### config.mk
export PLATFORM = sky130hd
export DESIGN_NAME = mc_controller
export DESIGN_NICKNAME = d
export VERILOG_FILES = /design/src/rtl/mc_controller_pkg.sv /design/src/rtl/mc_controller_aludec.sv /design/src/rtl/mc_controller.sv
export SDC_FILE = /design/constraint.sdc
export NUM_CORES = 1
export LEC_CHECK = 0
export ABC_CLOCK_PERIOD_IN_PS = 3200
export BUFFER_PORTS_ARGS = -buffer_cell sky130_fd_sc_hd__buf_4
export CORE_MARGIN = 4
export CORE_UTILIZATION = 35
export CTS_CLUSTER_DIAMETER = 30
export CTS_CLUSTER_SIZE = 40
export DETAILED_ROUTE_END_ITERATION = 8
export PLACE_DENSITY_LB_ADDON = 0.15
export SLEW_MARGIN = 20
export SYNTH_ARGS = -nofsm -noshare
export SYNTH_HDL_FRONTEND = slang
export SYNTH_SLANG_ARGS = --single-unit
### constraint.sdc
create_clock -name clk -period 3.2 [get_ports clk]
set_clock_uncertainty 0.05 [all_clocks]
set_input_delay 0.64 -clock clk [delete_from_list [all_inputs] [get_ports clk]]
set_output_delay 0.64 -clock clk [all_outputs]
set_load 0.02 [all_outputs]
### src/rtl/mc_controller_pkg.sv
// Shared encodings for the multicycle controller and datapath:
// FSM states, ALU operation classes, opcode/funct fields and ALU control codes.
package mc_controller_pkg;

    typedef enum logic [3:0] {
        S_FETCH   = 4'd0,
        S_DECODE  = 4'd1,
        S_MEMADR  = 4'd2,
        S_MEMRD   = 4'd3,
        S_MEMWB   = 4'd4,
        S_MEMWR   = 4'd5,
        S_EXECUTE = 4'd6,
        S_ALUWB   = 4'd7,
        S_BEQ     = 4'd8,
        S_ADDIEX  = 4'd9,
        S_ADDIWB  = 4'd10,
        S_JUMP    = 4'd11
    } state_e;

    typedef enum logic [1:0] {
        ALUOP_ADD   = 2'b00,
        ALUOP_SUB   = 2'b01,
        ALUOP_FUNCT = 2'b10
    } aluop_e;

    localparam logic [5:0] OP_RTYPE = 6'b000000;
    localparam logic [5:0] OP_J     = 6'b000010;
    localparam logic [5:0] OP_BEQ   = 6'b000100;
    localparam logic [5:0] OP_ADDI  = 6'b001000;
    localparam logic [5:0] OP_LW    = 6'b100011;
    localparam logic [5:0] OP_SW    = 6'b101011;

    localparam logic [5:0] FN_ADD = 6'b100000;
    localparam logic [5:0] FN_SUB = 6'b100010;
    localparam logic [5:0] FN_AND = 6'b100100;
    localparam logic [5:0] FN_OR  = 6'b100101;
    localparam logic [5:0] FN_SLT = 6'b101010;

    // bit2 inverts B and sets carry-in; bits1:0 pick the result
    localparam logic [2:0] ALU_AND = 3'b000;
    localparam logic [2:0] ALU_OR  = 3'b001;
    localparam logic [2:0] ALU_ADD = 3'b010;
    localparam logic [2:0] ALU_SUB = 3'b110;
    localparam logic [2:0] ALU_SLT = 3'b111;

endpackage

### src/rtl/mc_controller_aludec.sv
// ALU decoder: maps the controller's operation class and the R-type funct
// field onto the 3-bit ALU control code.
module aludec
    import mc_controller_pkg::*;
(
    input  aluop_e     aluop,
    input  logic [5:0] funct,
    output logic [2:0] alucontrol
);

    always_comb begin
        alucontrol = ALU_ADD;
        case (aluop)
            ALUOP_ADD: alucontrol = ALU_ADD;
            ALUOP_SUB: alucontrol = ALU_SUB;
            ALUOP_FUNCT: begin
                case (funct)
                    FN_ADD:  alucontrol = ALU_ADD;
                    FN_SUB:  alucontrol = ALU_SUB;
                    FN_AND:  alucontrol = ALU_AND;
                    FN_OR:   alucontrol = ALU_OR;
                    FN_SLT:  alucontrol = ALU_SLT;
                    default: alucontrol = ALU_ADD;
                endcase
            end
            default: alucontrol = ALU_ADD;
        endcase
    end

endmodule

### src/rtl/mc_controller.sv
// Multicycle MIPS-subset controller: Moore FSM whose state alone selects the
// datapath controls; only pcen (via zero) and alucontrol (via funct) see inputs.
module mc_controller
    import mc_controller_pkg::*;
#(
    parameter bit ADDI_EN = 1'b1
) (
    input  logic       clk,
    input  logic       rst_n,
    input  logic [5:0] op,
    input  logic [5:0] funct,
    input  logic       zero,
    output logic       pcen,
    output logic       iord,
    output logic       memwrite,
    output logic       irwrite,
    output logic       regdst,
    output logic       memtoreg,
    output logic       regwrite,
    output logic       alusrca,
    output logic [1:0] alusrcb,
    output logic [1:0] pcsrc,
    output logic [2:0] alucontrol,
    output logic [3:0] state
);

    state_e state_q, state_d;
    aluop_e aluop;
    logic   pcwrite;
    logic   branch;

    always_ff @(posedge clk or negedge rst_n) begin
        if (!rst_n) state_q <= S_FETCH;
        else        state_q <= state_d;
    end

    always_comb begin
        state_d = S_FETCH;
        case (state_q)
            S_FETCH:  state_d = S_DECODE;
            S_DECODE: begin
                case (op)
                    OP_LW, OP_SW: state_d = S_MEMADR;
                    OP_RTYPE:     state_d = S_EXECUTE;
                    OP_BEQ:       state_d = S_BEQ;
                    OP_J:         state_d = S_JUMP;
                    OP_ADDI:      state_d = ADDI_EN ? S_ADDIEX : S_FETCH;
                    default:      state_d = S_FETCH;
                endcase
            end
            S_MEMADR:  state_d = (op == OP_LW) ? S_MEMRD : S_MEMWR;
            S_MEMRD:   state_d = S_MEMWB;
            S_EXECUTE: state_d = S_ALUWB;
            S_ADDIEX:  state_d = S_ADDIWB;
            // MEMWB, MEMWR, ALUWB, BEQ, ADDIWB, JUMP and the unused codes
            default:   state_d = S_FETCH;
        endcase
    end

    always_comb begin
        iord     = 1'b0;
        memwrite = 1'b0;
        irwrite  = 1'b0;
        regdst   = 1'b0;
        memtoreg = 1'b0;
        regwrite = 1'b0;
        alusrca  = 1'b0;
        alusrcb  = 2'b00;
        pcsrc    = 2'b00;
        aluop    = ALUOP_ADD;
        pcwrite  = 1'b0;
        branch   = 1'b0;
        case (state_q)
            S_FETCH: begin
                irwrite = 1'b1;
                alusrcb = 2'b01;
                pcwrite = 1'b1;
            end
            S_DECODE:  alusrcb = 2'b11;
            S_MEMADR: begin
                alusrca = 1'b1;
                alusrcb = 2'b10;
            end
            S_MEMRD:   iord = 1'b1;
            S_MEMWB: begin
                memtoreg = 1'b1;
                regwrite = 1'b1;
            end
            S_MEMWR: begin
                iord     = 1'b1;
                memwrite = 1'b1;
            end
            S_EXECUTE: begin
                alusrca = 1'b1;
                aluop   = ALUOP_FUNCT;
            end
            S_ALUWB: begin
                regdst   = 1'b1;
                regwrite = 1'b1;
            end
            S_BEQ: begin
                alusrca = 1'b1;
                aluop   = ALUOP_SUB;
                pcsrc   = 2'b01;
                branch  = 1'b1;
            end
            S_ADDIEX: begin
                alusrca = 1'b1;
                alusrcb = 2'b10;
            end
            S_ADDIWB:  regwrite = 1'b1;
            S_JUMP: begin
                pcsrc   = 2'b10;
                pcwrite = 1'b1;
            end
            default: ;
        endcase
    end

    assign pcen  = pcwrite | (branch & zero);
    assign state = state_q;

    aludec u_aludec (
        .aluop      (aluop),
        .funct      (funct),
        .alucontrol (alucontrol)
    );

endmodule

==> Word level (Yosys, flattened, before mapping) <==
Index checks and enable logic that the tools add are counted.
{ "word_totals": {"ff_bits": 4, "latch_bits": 0, "ramBits": 0, "mem_bits_ro": 0, "output_inout_bits": 19, "word_cells": 50, "n_memories": 0} }
{ "op_classes": {"n_addsub": 0, "multipliers": 0, "div": 0, "magnitude_cmp": 0, "eq_ne": 22, "n_shift": 0, "n_mux": 17, "bitwise": 2, "reduce_logical": 8} }
{ "op_table": {"columns": ["operator", "count"], "rows": [
  ["$eq 6x6->1 const B", 6],
  ["$pmux 4 s6", 1],
  ["$pmux 4 s5", 1],
  ["$eq 4x3->1 const B", 4],
  ["$eq 4x4->1 const B", 4],
  ["$pmux 3 s4", 1],
  ["$mux 1", 9],
  ["$eq 4x2->1 const B", 2],
  ["$pmux 2 s2", 2],
  ["$reduce_or 2->1", 4],
  ["$eq 6x2->1 const B", 1],
  ["$eq 6x3->1 const B", 1],
  ["$eq 6x4->1 const B", 1],
  ["$logic_not 6->1", 1],
  ["$pmux 2 s3", 1],
  ["$pmux 3 s2", 1],
  ["$eq 4x1->1 const B", 1],
  ["$logic_not 4->1", 1],
  ["$reduce_or 4->1", 1],
  ["$mux 3", 1],
  ["$reduce_or 3->1", 1],
  ["$eq 2x1->1 const B", 1],
  ["$eq 2x2->1 const B", 1],
  ["$and 1x1->1", 1],
  ["$or 1x1->1", 1]
]} }

==> Logic depth before layout (Yosys ltp) <==
{ "depth": {"ltp_word": 4, "depth_mapped": 8} }

==> Modules after synthesis <==
From an unflattened synthesis, not the netlist that was laid out.
{ "hier_totals": {"hier_cells": 74, "area_unflattened_um2": 565.5} }
{ "by_module_without_submodules": {"columns": ["mod", "n_inst", "cells_per_inst", "area_each_um2", "seq_area_each_um2"], "rows": [
  ["mc_controller", 1, 59, 446.7, 100.1],
  ["aludec", 1, 15, 118.9, 0.0]
]} }

==> Least setup slack after synthesis <==
OpenSTA, ideal clock, no wires.
{ "synth_path": {"path_kind": "register -> output", "start": "register state_q[3], in the netlist state[3]", "end": "output alucontrol[2]", "t_arrival_ns": 1.819, "required_ns": 2.510, "slack_ns": 0.691, "stages_incl_launch_ff": 9, "cell_sequence": "dfrtp_1 -> nand2b_1 -> or2_1 -> inv_1 -> ha_1 -> inv_1 -> nor4_1 -> nor2_1 -> nor2_1"} }
{ "synth_via": {"elab_chain_len": 4, "word_cells_on_any_way": 6} }
{ "synth_rtl": {"columns": ["element", "line", "source"], "rows": [
  ["start: declaration", "mc_controller.sv:27", "state_e state_q, state_d;"],
  ["start signal: assignment", "mc_controller.sv:34", "else state_q <= state_d;"],
  ["$eq 4x4->1 / $eq 4x3->1 (equally long branches)", "mc_controller.sv:73", "case (state_q)"],
  ["$pmux 2 s2 (*)", "mc_controller.sv:73", null],
  ["$eq 2x2->1 / $eq 2x1->1 (equally long branches)", "mc_controller_aludec.sv:13", "case (aluop)"],
  ["$pmux 3 s2 (*)", "mc_controller_aludec.sv:13", null],
  ["end: declaration", "mc_controller.sv:23", "output logic [2:0] alucontrol,"]
]} }
Every way passes the cells marked *; elsewhere a longest branch is shown, timed or not.

==> Worst setup path in the final report <==
{ "layout_path": {"start": "register state_q[1], in the netlist state[1]", "end": "output alucontrol[0]"} }
Same word-level chain as after synthesis.

==> impl_results.md <==
- Chip Height: 46.2 um
- GRT overflow: 0
- Iteration count of the initial detailed-routing pass: 4
- Number of flip-flops under the largest register name: 4
- Via-to-Cell Ratio: 5.42
- Yosys reg bits: 4
- Site row count: 13
- First-pass GRT wire length: 2440 um
- Top-Level Pins: 34
- Share of cells above drive strength 1: 0.398
- Synth cell types: 33
- Most common cell after layout, fill and taps aside: buf_4
- Synth area leader: dfrtp_1
- Hold Path Class: in -> async
- Worst path max stage delay: 0.60 ns
- Yosys top cell area share: 0.196
- Critical Path Most Common Cell: inv_1
- Cell area after layout: 790 um2
- H-tree levels: 1
- IO Port Bufs: 33
- Mux cell area share after synthesis: 0.0417
- Worst-path clk slew: 0.04 ns
- Placer congestion estimate: 0.819
- RSZ-0062 raised after global routing: no
- Post-CTS Setup Bufs: 0
- CP required: 2.51 ns
- Max transition margin: 0.709
- NumNets Final: 122
- Adder-Cell Fraction of Synth Area: 0.0490
- Final period util: 0.909
- Gr usage total: 0.158
- CTS tree: yes
- Number of buffers created by CTS: 3
- Layout area overhead: 54.7%
- Status: finished clean
- Final Hold Viols: 0
- Top cells by area, synth: dfrtp_1, nand2b_1, nor2_1
- Highest clock rate: 344 MHz
- Initial core utilization: 0.383
- Wirelength per Cell: 13.0 um
- Slew Limit Fails: 0
- Yosys warnings: 0
- DRC violations left: 0
- Antenna-violating nets left: 0
- DR iter-0 viols: 8
- Worst Setup Start Kind: flip-flop
- Leakage: 0.370 nW
- Simple-gate share of the synthesized area: 0.412
- Setup violations, final: 0
- Post-Synthesis Net Count: 86
- Largest family of logic cells by synthesized area: simple AND/OR/NAND/NOR gates
- Ant. Diodes: 0
- CP Cell Sequence: nand2b_1 > or2_1 > inv_1 > ha_1 > inv_1 > nor4_1 > a32o_1 > buf_4
- Worst-Skew Late Latency: 0.24 ns
- Initial antenna violation count: 0
- Cts-stage hold buffer count: 0
- Core region area: 1330 um2
- Cell family with most CP delay: simple AND/OR/NAND/NOR gates
- Clk sink count: 4
- PD cells: 579 nW/um2
- Placed cell area: 766 um2
- Nature of the critical path endpoint: output port
- DIE AREA: 2130 um2
- Vias in the first global route: 606
- DPL Wire Length: 1220 um
- Die X: 46.2 um
- Fill cell total of the finished layout: 152
- Final Power: 0.458 mW
- DR vias: 639
- Crit path buf inv count: 3
- Least-Margin Pin Slew: 0.437 ns
- Clk buf depth: 2
- Syn_area_per_cell: 7.40 um2
- Cells after Synth: 69
- Setup TNS: 0 ns
- Final worst path period need: 2.91 ns
- Synthesized area: 510 um2
- Crit-path slowest cell: dfrtp_1
- Commonest non-fill, non-tap cells in the layout: buf_4, nor2_1, nand2b_1, nor3_1
- Max-Cap Viols: 0
- Worst-path fanout max: 14
- Root Buffer: clkbuf_4
- Fin cells: 118
- Compound-Gate Fraction of Synth Area: 0.169
- PostCTS Resize Cnt: 0
- Critical Path AT: 2.22 ns
- Synth Area in XOR/XNOR: 0.0515
- Placed cell count: 115
- Register area share after synthesis: 0.196
- Routed wire length: 1530 um
- Largest net degree at the start of global routing: 16
- Worst vdd ir: 403 uV
- Crit path kind: reg -> out
worst register-to-register path: stages, from the launching register on:
cell,delay [ns]
dfrtp_1,0.60
inv_1,0.12
or3_1,0.39
o41ai_1,0.08
a31o_1,0.16
metrics by stage:
step / setup WS (ns) / hold slack [ns] / util
after floorplan: 0.691 / 0.294 / -
after global placement: 0.581 / 0.386 / 0.574
after detailed placement: 0.482 / 0.387 / 0.574
after CTS: 0.222 / 0.132 / 0.591
after global routing: 0.0487 / 0.120 / 0.592
final: 0.291 / 0.135 / 0.592
final timing paths:
path,start,endpoint,slack [ns],cells after the start
setup / recovery,state[1],alucontrol[0],0.29,8
hold / removal,rst_n,state[2],0.14,1
setup reg to reg,state[1],state[2],1.75,4
hold reg to reg,state[2],state[3],0.61,1
max in group asynchronous,rst_n,state[1],2.85,1
min in group clk,state[2],state[3],0.61,1
per-layer routing:
layer / vias up / wire, um / share of wire / GRT usage
met5: - / 0 / 0 / 0
met4: 0 / 0 / 0 / 0.0852
met3: 0 / 95 / 0.062 / 0.0273
met2: 20 / 861 / 0.56 / 0.286
met1: 298 / 572 / 0.37 / 0.171
li1: 321 / - / - / -
final cells by class:
| class | count | area [um2] | share of cell area |
|---|---|---|---|
| tap | 15 | 18.8 | 0.0238 |
| inverter | 4 | 15.0 | 0.0190 |
| clock buffer | 3 | 22.5 | 0.0285 |
| multi-input combinational | 57 | 369 | 0.468 |
| sequential | 4 | 101 | 0.128 |
| timing repair buffer | 35 | 263 | 0.333 |
cells in the mapped netlist (all sizes together):
cell type	count
nand2b	6
buf	4
o31ai	1
nand2	2
nor2	9
nor3	7
a221oi	1
o41ai	1
o21ai	2
nand4b	1
or3	2
nor2b	1
a32o	1
mux2i	1
or2	2
a31o	1
xnor2	2
a21oi	2
nand3	2
nor3b	1
nor4b	1
ha	2
o221ai	1
dfrtp	4
mux2	1
nor4	4
xor2	1
a31oi	1
inv	4
a21o	1
kinds of logic (layout without fill, tap and decap cells):
group	count (synthesis)	in the layout
buffers and inverters	8	42
AOI/OAI and AO/OA	12	12
adders and majority gates	2	2
muxes	2	2
and+or+nand+nor	38	38
DFF	4	4
xor gates and xnor gates	3	3
power breakdown:
| group | total, mW | internal (mW) | switching [mW] | leakage (nW) |
|---|---|---|---|---|
| Clock | 0.0635 | 0.0420 | 0.0215 | 0.0138 |
| Sequential | 0.0833 | 0.0630 | 0.0203 | 0.0515 |
| Combinational | 0.311 | 0.139 | 0.172 | 0.305 |
| Total | 0.458 | 0.244 | 0.214 | 0.370 |
No activity file was read; power rests on OpenSTA's default activity.
